## src/rtl/rename_pkg.sv

```systemverilog
// Shared rename-stage types and sizes: physical tag width, sentinel tags,
// and the checkpoint page type used by the free list and the RAT.
package rename_pkg;
  localparam int PHYS_W    = 8;
  localparam int NUM_ARCH  = 32;
  localparam int NUM_TAGS  = 254;
  localparam int NUM_PAGES = 8;
  localparam int DEPTH     = 256;
  localparam int PTR_W     = 9;
  // Tags not mapped to an architectural register at reset.
  localparam int INIT_FREE = NUM_TAGS - NUM_ARCH;

  localparam logic [PHYS_W-1:0] TAG_NO_SRC = 8'd254;
  localparam logic [PHYS_W-1:0] TAG_NO_RD  = 8'd255;

  typedef logic [PHYS_W-1:0] phys_tag_t;
  typedef logic [2:0]        page_t;
  typedef logic [PTR_W-1:0]  ptr_t;
endpackage

```

## src/rtl/free_list_if.sv

```systemverilog
// Rename <-> free list tag interface. The rename stage is the master;
// the free list is the slave.
interface free_list_if;
  import rename_pkg::*;

  logic        alloc_req;
  phys_tag_t   free_phy_addr;
  logic        free_valid;
  logic        release_valid;
  phys_tag_t   release_phy_addr;
  logic        save_state;
  page_t       save_page;
  logic        restore_state;
  page_t       restore_page;
  logic [8:0]  free_count;
  logic        overflow_err;
  logic [15:0] stall_count;

  modport master (
    output alloc_req, release_valid, release_phy_addr,
           save_state, save_page, restore_state, restore_page,
    input  free_phy_addr, free_valid, free_count, overflow_err, stall_count
  );

  modport slave (
    input  alloc_req, release_valid, release_phy_addr,
           save_state, save_page, restore_state, restore_page,
    output free_phy_addr, free_valid, free_count, overflow_err, stall_count
  );
endinterface

```

## src/rtl/free_list_ckpt.sv

```systemverilog
// Per-branch head-pointer checkpoint store: one write port (save) and one
// combinational read port (restore), so a same-cycle restore sees the old value.
module free_list_ckpt
  import rename_pkg::*;
(
  input  logic  clk,
  input  logic  reset,
  input  logic  we_i,
  input  page_t wpage_i,
  input  ptr_t  wdata_i,
  input  page_t rpage_i,
  output ptr_t  rdata_o
);
  ptr_t page_q [NUM_PAGES];

  always_ff @(posedge clk) begin
    if (!reset) begin
      for (int i = 0; i < NUM_PAGES; i++) page_q[i] <= '0;
    end else if (we_i) begin
      page_q[wpage_i] <= wdata_i;
    end
  end

  assign rdata_o = page_q[rpage_i];
endmodule

```

## src/rtl/free_list.sv

```systemverilog
// Physical-register free list with per-branch head checkpoints.
// Optional stall counter enabled by defining FREE_LIST_STATS_EN.
module free_list
  import rename_pkg::*;
(
  input  logic     clk,
  input  logic     reset,
  free_list_if.slave bus
);
  phys_tag_t mem_q [DEPTH];
  ptr_t      head_q, head_d;
  ptr_t      tail_q, tail_d;
  logic      ovf_q, ovf_d;
  ptr_t      ckpt_head;
  ptr_t      count;
  logic      not_empty, full, tag_ok, pop, push;

  assign count     = tail_q - head_q;
  assign not_empty = (head_q != tail_q);
  assign full      = (count == PTR_W'(DEPTH));
  // Tag 0 is the permanent x0 mapping; 254/255 are sentinels, never recycled.
  assign tag_ok    = bus.release_valid && (bus.release_phy_addr != '0) &&
                     (bus.release_phy_addr < PHYS_W'(NUM_TAGS));
  assign pop       = bus.alloc_req && not_empty && !bus.restore_state;
  assign push      = tag_ok && !full;

  always_comb begin
    head_d = head_q;
    if (bus.restore_state) head_d = ckpt_head;
    else if (pop)          head_d = head_q + 1'b1;
    tail_d = push ? tail_q + 1'b1 : tail_q;
    ovf_d  = ovf_q | (tag_ok && full);
  end

  always_ff @(posedge clk) begin
    if (!reset) begin
      head_q <= '0;
      tail_q <= PTR_W'(INIT_FREE);
      ovf_q  <= 1'b0;
    end else begin
      head_q <= head_d;
      tail_q <= tail_d;
      ovf_q  <= ovf_d;
    end
  end

  always_ff @(posedge clk) begin
    if (!reset) begin
      for (int i = 0; i < DEPTH; i++)
        mem_q[i] <= (i < INIT_FREE) ? PHYS_W'(NUM_ARCH + i) : '0;
    end else if (push) begin
      mem_q[tail_q[7:0]] <= bus.release_phy_addr;
    end
  end

  free_list_ckpt u_ckpt (
    .clk     (clk),
    .reset   (reset),
    .we_i    (bus.save_state),
    .wpage_i (bus.save_page),
    .wdata_i (head_q),
    .rpage_i (bus.restore_page),
    .rdata_o (ckpt_head)
  );

  assign bus.free_phy_addr = not_empty ? mem_q[head_q[7:0]] : TAG_NO_RD;
  assign bus.free_valid    = not_empty;
  assign bus.free_count    = count;
  assign bus.overflow_err  = ovf_q;

`ifdef FREE_LIST_STATS_EN
  logic [15:0] stall_q, stall_d;

  always_comb begin
    stall_d = stall_q;
    if (bus.alloc_req && !not_empty && stall_q != 16'hFFFF) stall_d = stall_q + 16'd1;
  end

  always_ff @(posedge clk) begin
    if (!reset) stall_q <= '0;
    else        stall_q <= stall_d;
  end

  assign bus.stall_count = stall_q;
`else
  assign bus.stall_count = '0;
`endif
endmodule
```

## src/flat_wrapper.sv

```systemverilog
// flat-port wrapper written by rule: the top's interface ports become plain ports
module free_list_flat import rename_pkg::*;
  (clk, reset, bus_alloc_req, bus_release_valid, bus_release_phy_addr, bus_save_state, bus_save_page, bus_restore_state, bus_restore_page, bus_free_phy_addr, bus_free_valid, bus_free_count, bus_overflow_err, bus_stall_count);
  free_list_if bus_i ();
  input  logic clk;
  input  logic reset;
  input wire logic [$bits(bus_i.alloc_req)-1:0] bus_alloc_req;
  input wire logic [$bits(bus_i.release_valid)-1:0] bus_release_valid;
  input wire logic [$bits(bus_i.release_phy_addr)-1:0] bus_release_phy_addr;
  input wire logic [$bits(bus_i.save_state)-1:0] bus_save_state;
  input wire logic [$bits(bus_i.save_page)-1:0] bus_save_page;
  input wire logic [$bits(bus_i.restore_state)-1:0] bus_restore_state;
  input wire logic [$bits(bus_i.restore_page)-1:0] bus_restore_page;
  output wire logic [$bits(bus_i.free_phy_addr)-1:0] bus_free_phy_addr;
  output wire logic [$bits(bus_i.free_valid)-1:0] bus_free_valid;
  output wire logic [$bits(bus_i.free_count)-1:0] bus_free_count;
  output wire logic [$bits(bus_i.overflow_err)-1:0] bus_overflow_err;
  output wire logic [$bits(bus_i.stall_count)-1:0] bus_stall_count;
  assign bus_i.alloc_req = bus_alloc_req;
  assign bus_i.release_valid = bus_release_valid;
  assign bus_i.release_phy_addr = bus_release_phy_addr;
  assign bus_i.save_state = bus_save_state;
  assign bus_i.save_page = bus_save_page;
  assign bus_i.restore_state = bus_restore_state;
  assign bus_i.restore_page = bus_restore_page;
  assign bus_free_phy_addr = bus_i.free_phy_addr;
  assign bus_free_valid = bus_i.free_valid;
  assign bus_free_count = bus_i.free_count;
  assign bus_overflow_err = bus_i.overflow_err;
  assign bus_stall_count = bus_i.stall_count;
  free_list u_core (.clk(clk), .reset(reset), .bus(bus_i));
endmodule
```

## config.mk

```make
export PLATFORM = sky130hd
export DESIGN_NAME = free_list_flat
export DESIGN_NICKNAME = d
export VERILOG_FILES = /design/src/rtl/rename_pkg.sv /design/src/rtl/free_list_if.sv /design/src/rtl/free_list_ckpt.sv /design/src/rtl/free_list.sv /design/src/flat_wrapper.sv
export SDC_FILE = /design/constraint.sdc
export NUM_CORES = 2
export LEC_CHECK = 0
export ABC_AREA = 1
export CAP_MARGIN = 20
export CORE_ASPECT_RATIO = 1.5
export CORE_MARGIN = 1.5
export CORE_UTILIZATION = 40
export CTS_CLUSTER_SIZE = 20
export DETAILED_ROUTE_END_ITERATION = 7
export PLACE_DENSITY = 0.65
export RECOVER_POWER = 100
export SLEW_MARGIN = 15
export SYNTH_ARGS = -nofsm -noshare
export SYNTH_HDL_FRONTEND = slang
export SYNTH_SLANG_ARGS = --single-unit
```

## constraint.sdc

```tcl
create_clock -name clk -period 6.9 [get_ports clk]
set_input_delay 1.725 -clock clk [delete_from_list [all_inputs] [get_ports clk]]
set_output_delay 1.725 -clock clk [all_outputs]
set_load 0.05 [all_outputs]
```

==> Word level (Yosys, flattened, before mapping) <==
Memories as Yosys holds them, arrays and structs flattened. A register that Yosys moved wholly into a read port is not among the register bits.
Index checks and enable logic that the tools add are counted.
{ "totals": {"register_bits": 19, "ramBits": 2120, "input_bits": 20, "elab_cells": 42, "n_memories": 2} }
{ "classes": {"add_sub_neg": 3, "n_lt_le_gt_ge": 1, "n_eq_ne": 2, "n_mux": 18, "n_bitwise": 1, "reduce_logical": 12} }
{ "mem_list": {"columns": ["name", "words", "width", "read_ports", "rd_ports_with_merged_regs", "wr", "line", "text"], "rows": [
  ["u_core.mem_q", 256, 8, 1, 1, 256, "free_list.sv:10", "phys_tag_t mem_q [DEPTH];"],
  ["u_core.u_ckpt.page_q", 8, 9, 1, 0, 8, "free_list_ckpt.sv:14", "ptr_t page_q [NUM_PAGES];"]
]} }
{ "op_table": {"columns": ["operator", "count"], "rows": [
  ["$mux W8", 5],
  ["$mux W9", 3],
  ["$add A9 B1 Y9 const B", 2],
  ["$eq A9 B9 Y1 const B", 1],
  ["$mux W1", 9],
  ["$ne A9 B9 Y1", 1],
  ["$reduce_or A9 Y1", 1],
  ["$sub A9 B9 Y9", 1],
  ["$lt A8 B8 Y1 const B", 1],
  ["$reduce_bool A8 Y1", 1],
  ["$reduce_or A8 Y1", 1],
  ["$logic_and A1 B1 Y1", 6],
  ["$mux W3", 1],
  ["$logic_not A1 Y1", 2],
  ["$reduce_bool A2 Y1", 1],
  ["$or A1 B1 Y1", 1]
]} }

==> Longest topological paths before layout <==
{ "depth": {"depth_word": 9, "ltp_mapped": 19} }

==> Cells and area by module <==
Synthesis repeated with hierarchy kept, for this count alone.
{ "hier_totals": {"hier_cells": 10500, "hier_area_um2": 100139.8} }
{ "by_module_without_submodules": {"columns": ["module", "n_inst", "cells_each", "area_per_inst_um2"], "rows": [
  ["free_list", 1, 10080, 96490.0],
  ["free_list_ckpt", 1, 420, 3649.8]
]} }

==> Worst setup path after synthesis <==
Ideal clock, no wire load.
{ "synth_timing": {"kind": "flip-flop to output port", "from": "reg u_core.tail_q[0]", "to": "out bus_free_phy_addr[0]", "t_arrival_ps": 2394, "path_slack_ps": 2781, "stages_incl_launch_ff": 7, "path_cell_list": "dfxtp_1 -> inv_1 -> ha_1 -> inv_1 -> nor3_1 -> nand3_1 -> nand3_1"} }
{ "synth_between": {"elab_chain_cells": 2} }
{ "synth_lines": {"columns": ["element", "line", "text"], "rows": [
  ["start: declaration", "free_list.sv:12", "ptr_t tail_q, tail_d;"],
  ["start signal: assignment", "free_list.sv:38", "tail_q <= PTR_W'(INIT_FREE);"],
  ["start signal: assignment", "free_list.sv:42", "tail_q <= tail_d;"],
  ["$ne A9 B9 Y1", "free_list.sv:19", "assign not_empty = (head_q != tail_q);"],
  ["named net bus_free_valid", "flat_wrapper.sv:15", "output wire logic [$bits(bus_i.free_valid)-1:0] bus_free_valid;"],
  ["$mux W8", "free_list.sv:66", "assign bus.free_phy_addr = not_empty ? mem_q[head_q[7:0]] : TAG_NO_RD;"],
  ["end: declaration", "flat_wrapper.sv:14", "output wire logic [$bits(bus_i.free_phy_addr)-1:0] bus_free_phy_addr;"]
]} }
The timed path passes the listed nets, and every way through them passes these cells.

==> reports/summary.log <==
INFO  sta            max_freq=149.6MHz
INFO  flow_run       cap_violations=16
INFO  synth          area_of_the_mapped_netlist=100200squm
INFO  clock_network  clock_sink_count=2147
INFO  synth          asyncSetResetFlopFracSynth=0%
INFO  sta            tightest_slew=3.531ns
INFO  synth          synth_adder_area_share=0.1949%
INFO  min_path       hold_path_end=u_core.head_q[5]
INFO  die            rows=224
INFO  synth          yosysSeqAreaShare=64.10%
INFO  synth          synth.avg_cell_area=9.587squm
INFO  critical_path  worst_r2r_endpoint=u_core.mem_q[228][0]
INFO  critical_path  worst_ep_required_time=7.47ns
INFO  clock_network  clkTransAtPathRegs=0.06ns
INFO  die            floorplan.die.width=411.6um
INFO  finish         design_area=109300squm
INFO  clock_network  worst_skew_pair.late_latency=0.87ns
INFO  sta            final.min_clock_period=6.685ns
INFO  critical_path  criticalPathCategory=primary input to flip-flop
INFO  critical_path  timing.critical_path.to_type=flip-flop
INFO  clock_network  cts_inserted_buffers=198
INFO  sta            skew=0.05055ns
INFO  detailed_routing drc_errors=1
INFO  place          place_inst=13140
INFO  place          gpl.final_weighted_congestion=0.9406
INFO  die            dieArea=253500squm
INFO  sta            final.period_utilization=96.88%
INFO  place          post_dp_cell_area=104000squm
INFO  detailed_routing wl=319.7mm
INFO  finish         final_net_count=10100
INFO  synth          synth_top_family_by_area=simple AND/OR/NAND/NOR gates
INFO  sta            final.setup.tns=0ns
INFO  power          power.density=267.4nW/um^2
INFO  detailed_routing dr_total_vias=77720
INFO  run_status     run_status=complete, but fails checks
INFO  synth          synth_simple_gate_area_share=29.60%
INFO  die            ports_placed_on_the_boundary=55
INFO  global_route   number_of_antenna_violations_at_the_first_check_in_global_routing=7
INFO  critical_path  setup.reg_to_reg.worst_slack=1.07ns
INFO  clock_network  cts_root_buffer=sky130_fd_sc_hd__clkbuf_16
INFO  min_path       hold_path.class=flip-flop to flip-flop
INFO  min_path       startpoint_of_the_lowest_slack_hold_path=u_core.head_q[5]
INFO  synth          yosys_warnings=0
INFO  synth          area_fraction_in_compound_gates_after_synthesis=1.243%
INFO  sta            slew_violations=502
INFO  clock_network  cts-resized-gates=0
INFO  synth          most_used_flip_flop_cell_after_synthesis=sky130_fd_sc_hd__edfxtp_1
INFO  finish         area_growth_syn_to_layout=9.091%
INFO  clock_network  cts_htree_levels=4
INFO  clock_network  postCtsHoldBufs=0
INFO  clock_network  tritoncts=done
INFO  critical_path  worst_setup_sp_type=primary input
INFO  die            start_util=40.29%
INFO  finish         layout.cells.non_filler=13500
INFO  synth          synth_cells=10450
INFO  sta            maxSlewHeadroom=-135.4%
INFO  run_status     failed_checks=design-rule violations, max-capacitance violations, max-slew violations
INFO  global_route   grt-ovfl-total=0
INFO  sta            finalHoldViolations=0
INFO  detailed_routing drt-wirelength-per-cell=23.68um
INFO  critical_path  depth_of_the_worst_register_to_register_path=16
INFO  clock_network  cts-root-to-sink-buffers=4
INFO  detailed_routing postRouteAntennaNets=0
INFO  finish         fraction_of_final_layout_cells_sized_beyond_drive_strength_1=4.619%
INFO  critical_path  critPathMaxFanout=42
INFO  critical_path  crit_arrival=7.26ns
INFO  die            dieHeight=615.9um
INFO  sta            setup_slack_of_the_critical_path_after_layout=0.2150ns
INFO  global_route   via_count_of_the_first_global_routing_pass=74750
INFO  synth          ys_seq_elements=2147
INFO  sta            grt_setup_unrepaired=false
INFO  synth          synth_cell_type_count=45
INFO  place          worst_setup_slack_after_placement=1.031ns
INFO  power          irDropWorstVdd=205.1uV
INFO  global_route   grt_start_max_net_pins=180
INFO  synth          yosys-mux-area-fraction=0.1399%
INFO  place          place.port_buffers=38
INFO  synth          synth_enable_flop_cells=2120
INFO  die            fp.coreArea=248600squm
INFO  global_route   grt_usage=24.53%
INFO  critical_path  source_of_the_worst_register_to_register_timing_path=u_core.tail_q[0]
INFO  detailed_routing detail_route.vias_per_cell=5.757
INFO  clock_network  post-cts-setup-buffers=0
INFO  detailed_routing detailed_route_iter0_violations=9777
INFO  power          power_leakage=36.67nW
INFO  synth          synth_xor_area_share=0.1212%
INFO  place          place.detailed.hpwl=199.9mm
INFO  min_path       timing.hold.worst_path_depth=2
INFO  sta            finalSetupViolations=0
INFO  detailed_routing first_drt_pass_iteration_count=8
INFO  global_route   wire_length_of_the_first_global_routing_pass=468.2mm
==> power by group <==
group | internal [mW] | switching (mW)
sequential | 14.5 | 0.136
clock | 6.10 | 4.92
combinational | 0.794 | 2.72
total | 21.4 | 7.77
==> how the worst max path moves through the flow <==
stage                             from                   end  slack, ns  cells after the start
6_report       bus_release_phy_addr[3]   u_core.mem_q[87][4]       0.22                     10
5_1_grt                      flip-flop  bus_free_phy_addr[6]       0.09                     13
2_1_floorplan         u_core.tail_q[0]  bus_free_phy_addr[0]       2.78                      6
3_5_place_dp   bus_release_phy_addr[3]   u_core.mem_q[56][0]       1.03                      9
3_3_place_gp   bus_release_phy_addr[3]   u_core.mem_q[56][3]       1.14                      9
4_1_cts                      flip-flop  bus_free_phy_addr[6]       0.40                     13
==> layout make-up <==
cell class                 count  area [sq um]
multi-input combinational   7152         31180
sequential                  2147         64220
antenna                        5         12.51
timing repair buffer         364          2638
inverter                     201         842.1
fill                       23250        139300
clock buffer                 234          5184
clock inverter               120          1094
tap                         3277          4100
==> cell usage in the layout (no fill, tap or decap), types with 3 or more instances in the layout <==
cell / instances
sky130_fd_sc_hd__nand2_1: 3268
sky130_fd_sc_hd__edfxtp_1: 2120
sky130_fd_sc_hd__nand3_1: 2054
sky130_fd_sc_hd__nor2_1: 805
sky130_fd_sc_hd__nor3_1: 698
sky130_fd_sc_hd__clkbuf_1: 217
sky130_fd_sc_hd__clkbuf_16: 201
sky130_fd_sc_hd__o21ai_0: 187
sky130_fd_sc_hd__inv_1: 169
sky130_fd_sc_hd__buf_4: 93
sky130_fd_sc_hd__clkinv_2: 45
sky130_fd_sc_hd__clkinv_1: 45
sky130_fd_sc_hd__buf_12: 42
sky130_fd_sc_hd__nand4_1: 23
sky130_fd_sc_hd__dfxtp_1: 22
sky130_fd_sc_hd__bufinv_16: 20
sky130_fd_sc_hd__clkdlybuf4s50_1: 18
sky130_fd_sc_hd__conb_1: 16
sky130_fd_sc_hd__inv_2: 14
sky130_fd_sc_hd__mux2i_1: 14
sky130_fd_sc_hd__o221ai_1: 14
sky130_fd_sc_hd__ha_1: 14
sky130_fd_sc_hd__clkinvlp_4: 13
sky130_fd_sc_hd__a21oi_1: 11
sky130_fd_sc_hd__inv_8: 11
sky130_fd_sc_hd__dlygate4sd3_1: 11
sky130_fd_sc_hd__xor2_1: 9
sky130_fd_sc_hd__clkbuf_2: 9
sky130_fd_sc_hd__nand4_4: 7
sky130_fd_sc_hd__o211ai_1: 7
sky130_fd_sc_hd__diode_2: 5
sky130_fd_sc_hd__a31oi_1: 5
sky130_fd_sc_hd__nor4_1: 4
sky130_fd_sc_hd__dfxtp_4: 4
sky130_fd_sc_hd__xnor2_1: 3
sky130_fd_sc_hd__nand3b_1: 3
sky130_fd_sc_hd__clkbuf_8: 3
==> worst max-delay path, cell delays in order <==
cell and delay (ns):
sky130_fd_sc_hd__clkdlybuf4s50_1 0.52, sky130_fd_sc_hd__inv_8 0.33, sky130_fd_sc_hd__o41ai_1 0.17, sky130_fd_sc_hd__nor2_1 1.45, sky130_fd_sc_hd__clkbuf_1 0.41, sky130_fd_sc_hd__nand4_1 0.80
sky130_fd_sc_hd__clkbuf_2 0.79, sky130_fd_sc_hd__clkbuf_1 0.50, sky130_fd_sc_hd__o21ai_0 0.29, sky130_fd_sc_hd__buf_4 0.20
==> cells in the mapped netlist, types with 19 or more instances <==
library cell                  n  area share, %
sky130_fd_sc_hd__buf_1       87           0.33
sky130_fd_sc_hd__buf_2       25           0.12
sky130_fd_sc_hd__buf_4       19           0.14
sky130_fd_sc_hd__clkbuf_1   815            3.1
sky130_fd_sc_hd__dfxtp_1     27           0.54
sky130_fd_sc_hd__edfxtp_1  2120             64
sky130_fd_sc_hd__inv_1      168           0.63
sky130_fd_sc_hd__inv_2       27           0.10
sky130_fd_sc_hd__nand2_1   3240             12
sky130_fd_sc_hd__nand2_4     21           0.24
sky130_fd_sc_hd__nand3_1   2054             10
sky130_fd_sc_hd__nor2_1     787            2.9
sky130_fd_sc_hd__nor3_1     698            3.5
sky130_fd_sc_hd__o21ai_0    185           0.92
==> through the flow <==
step                      total power [mW]  utilization [%]  hold WS, ns
after global routing                 29.93            43.95       0.5605
after global placement               18.41            41.83       0.5119
after CTS                            29.25            44.36       0.5294
after detailed placement             18.45            41.84       0.5087
final                                29.21            43.95       0.5313
after floorplan                      17.01                -       0.4774
==> sequential cells by signal (all words and copies together) (netlist names), named ones only <==
| signal | cells |
|---|---|
| u_core.bus.overflow_err | 1 |
| u_core.tail_q | 9 |
| u_core.mem_q | 2048 |
| u_core.u_ckpt.page_q | 72 |
| u_core.head_q | 9 |
==> metal layers <==
| metal | routed length, um | track usage, % | vias up |
|---|---|---|---|
| li1 | - | - | 35010 |
| met1 | 112700 | 28.97 | 37510 |
| met2 | 151200 | 40.25 | 4191 |
| met3 | 28690 | 3.946 | 998 |
| met4 | 26970 | 18.08 | 10 |
| met5 | 75 | 0 | - |
==> cells by family (layout without fill, tap and decap cells) <==
logic type	count (synthesis)	in the layout
mux	14	14
other cells	1	21
buf+inv	1163	919
compound gates	230	230
xor+xnor	13	13
simple gates	6864	6864
fa+ha+maj	15	15
flops	2147	2147
Power figures use the tool's default switching activity.
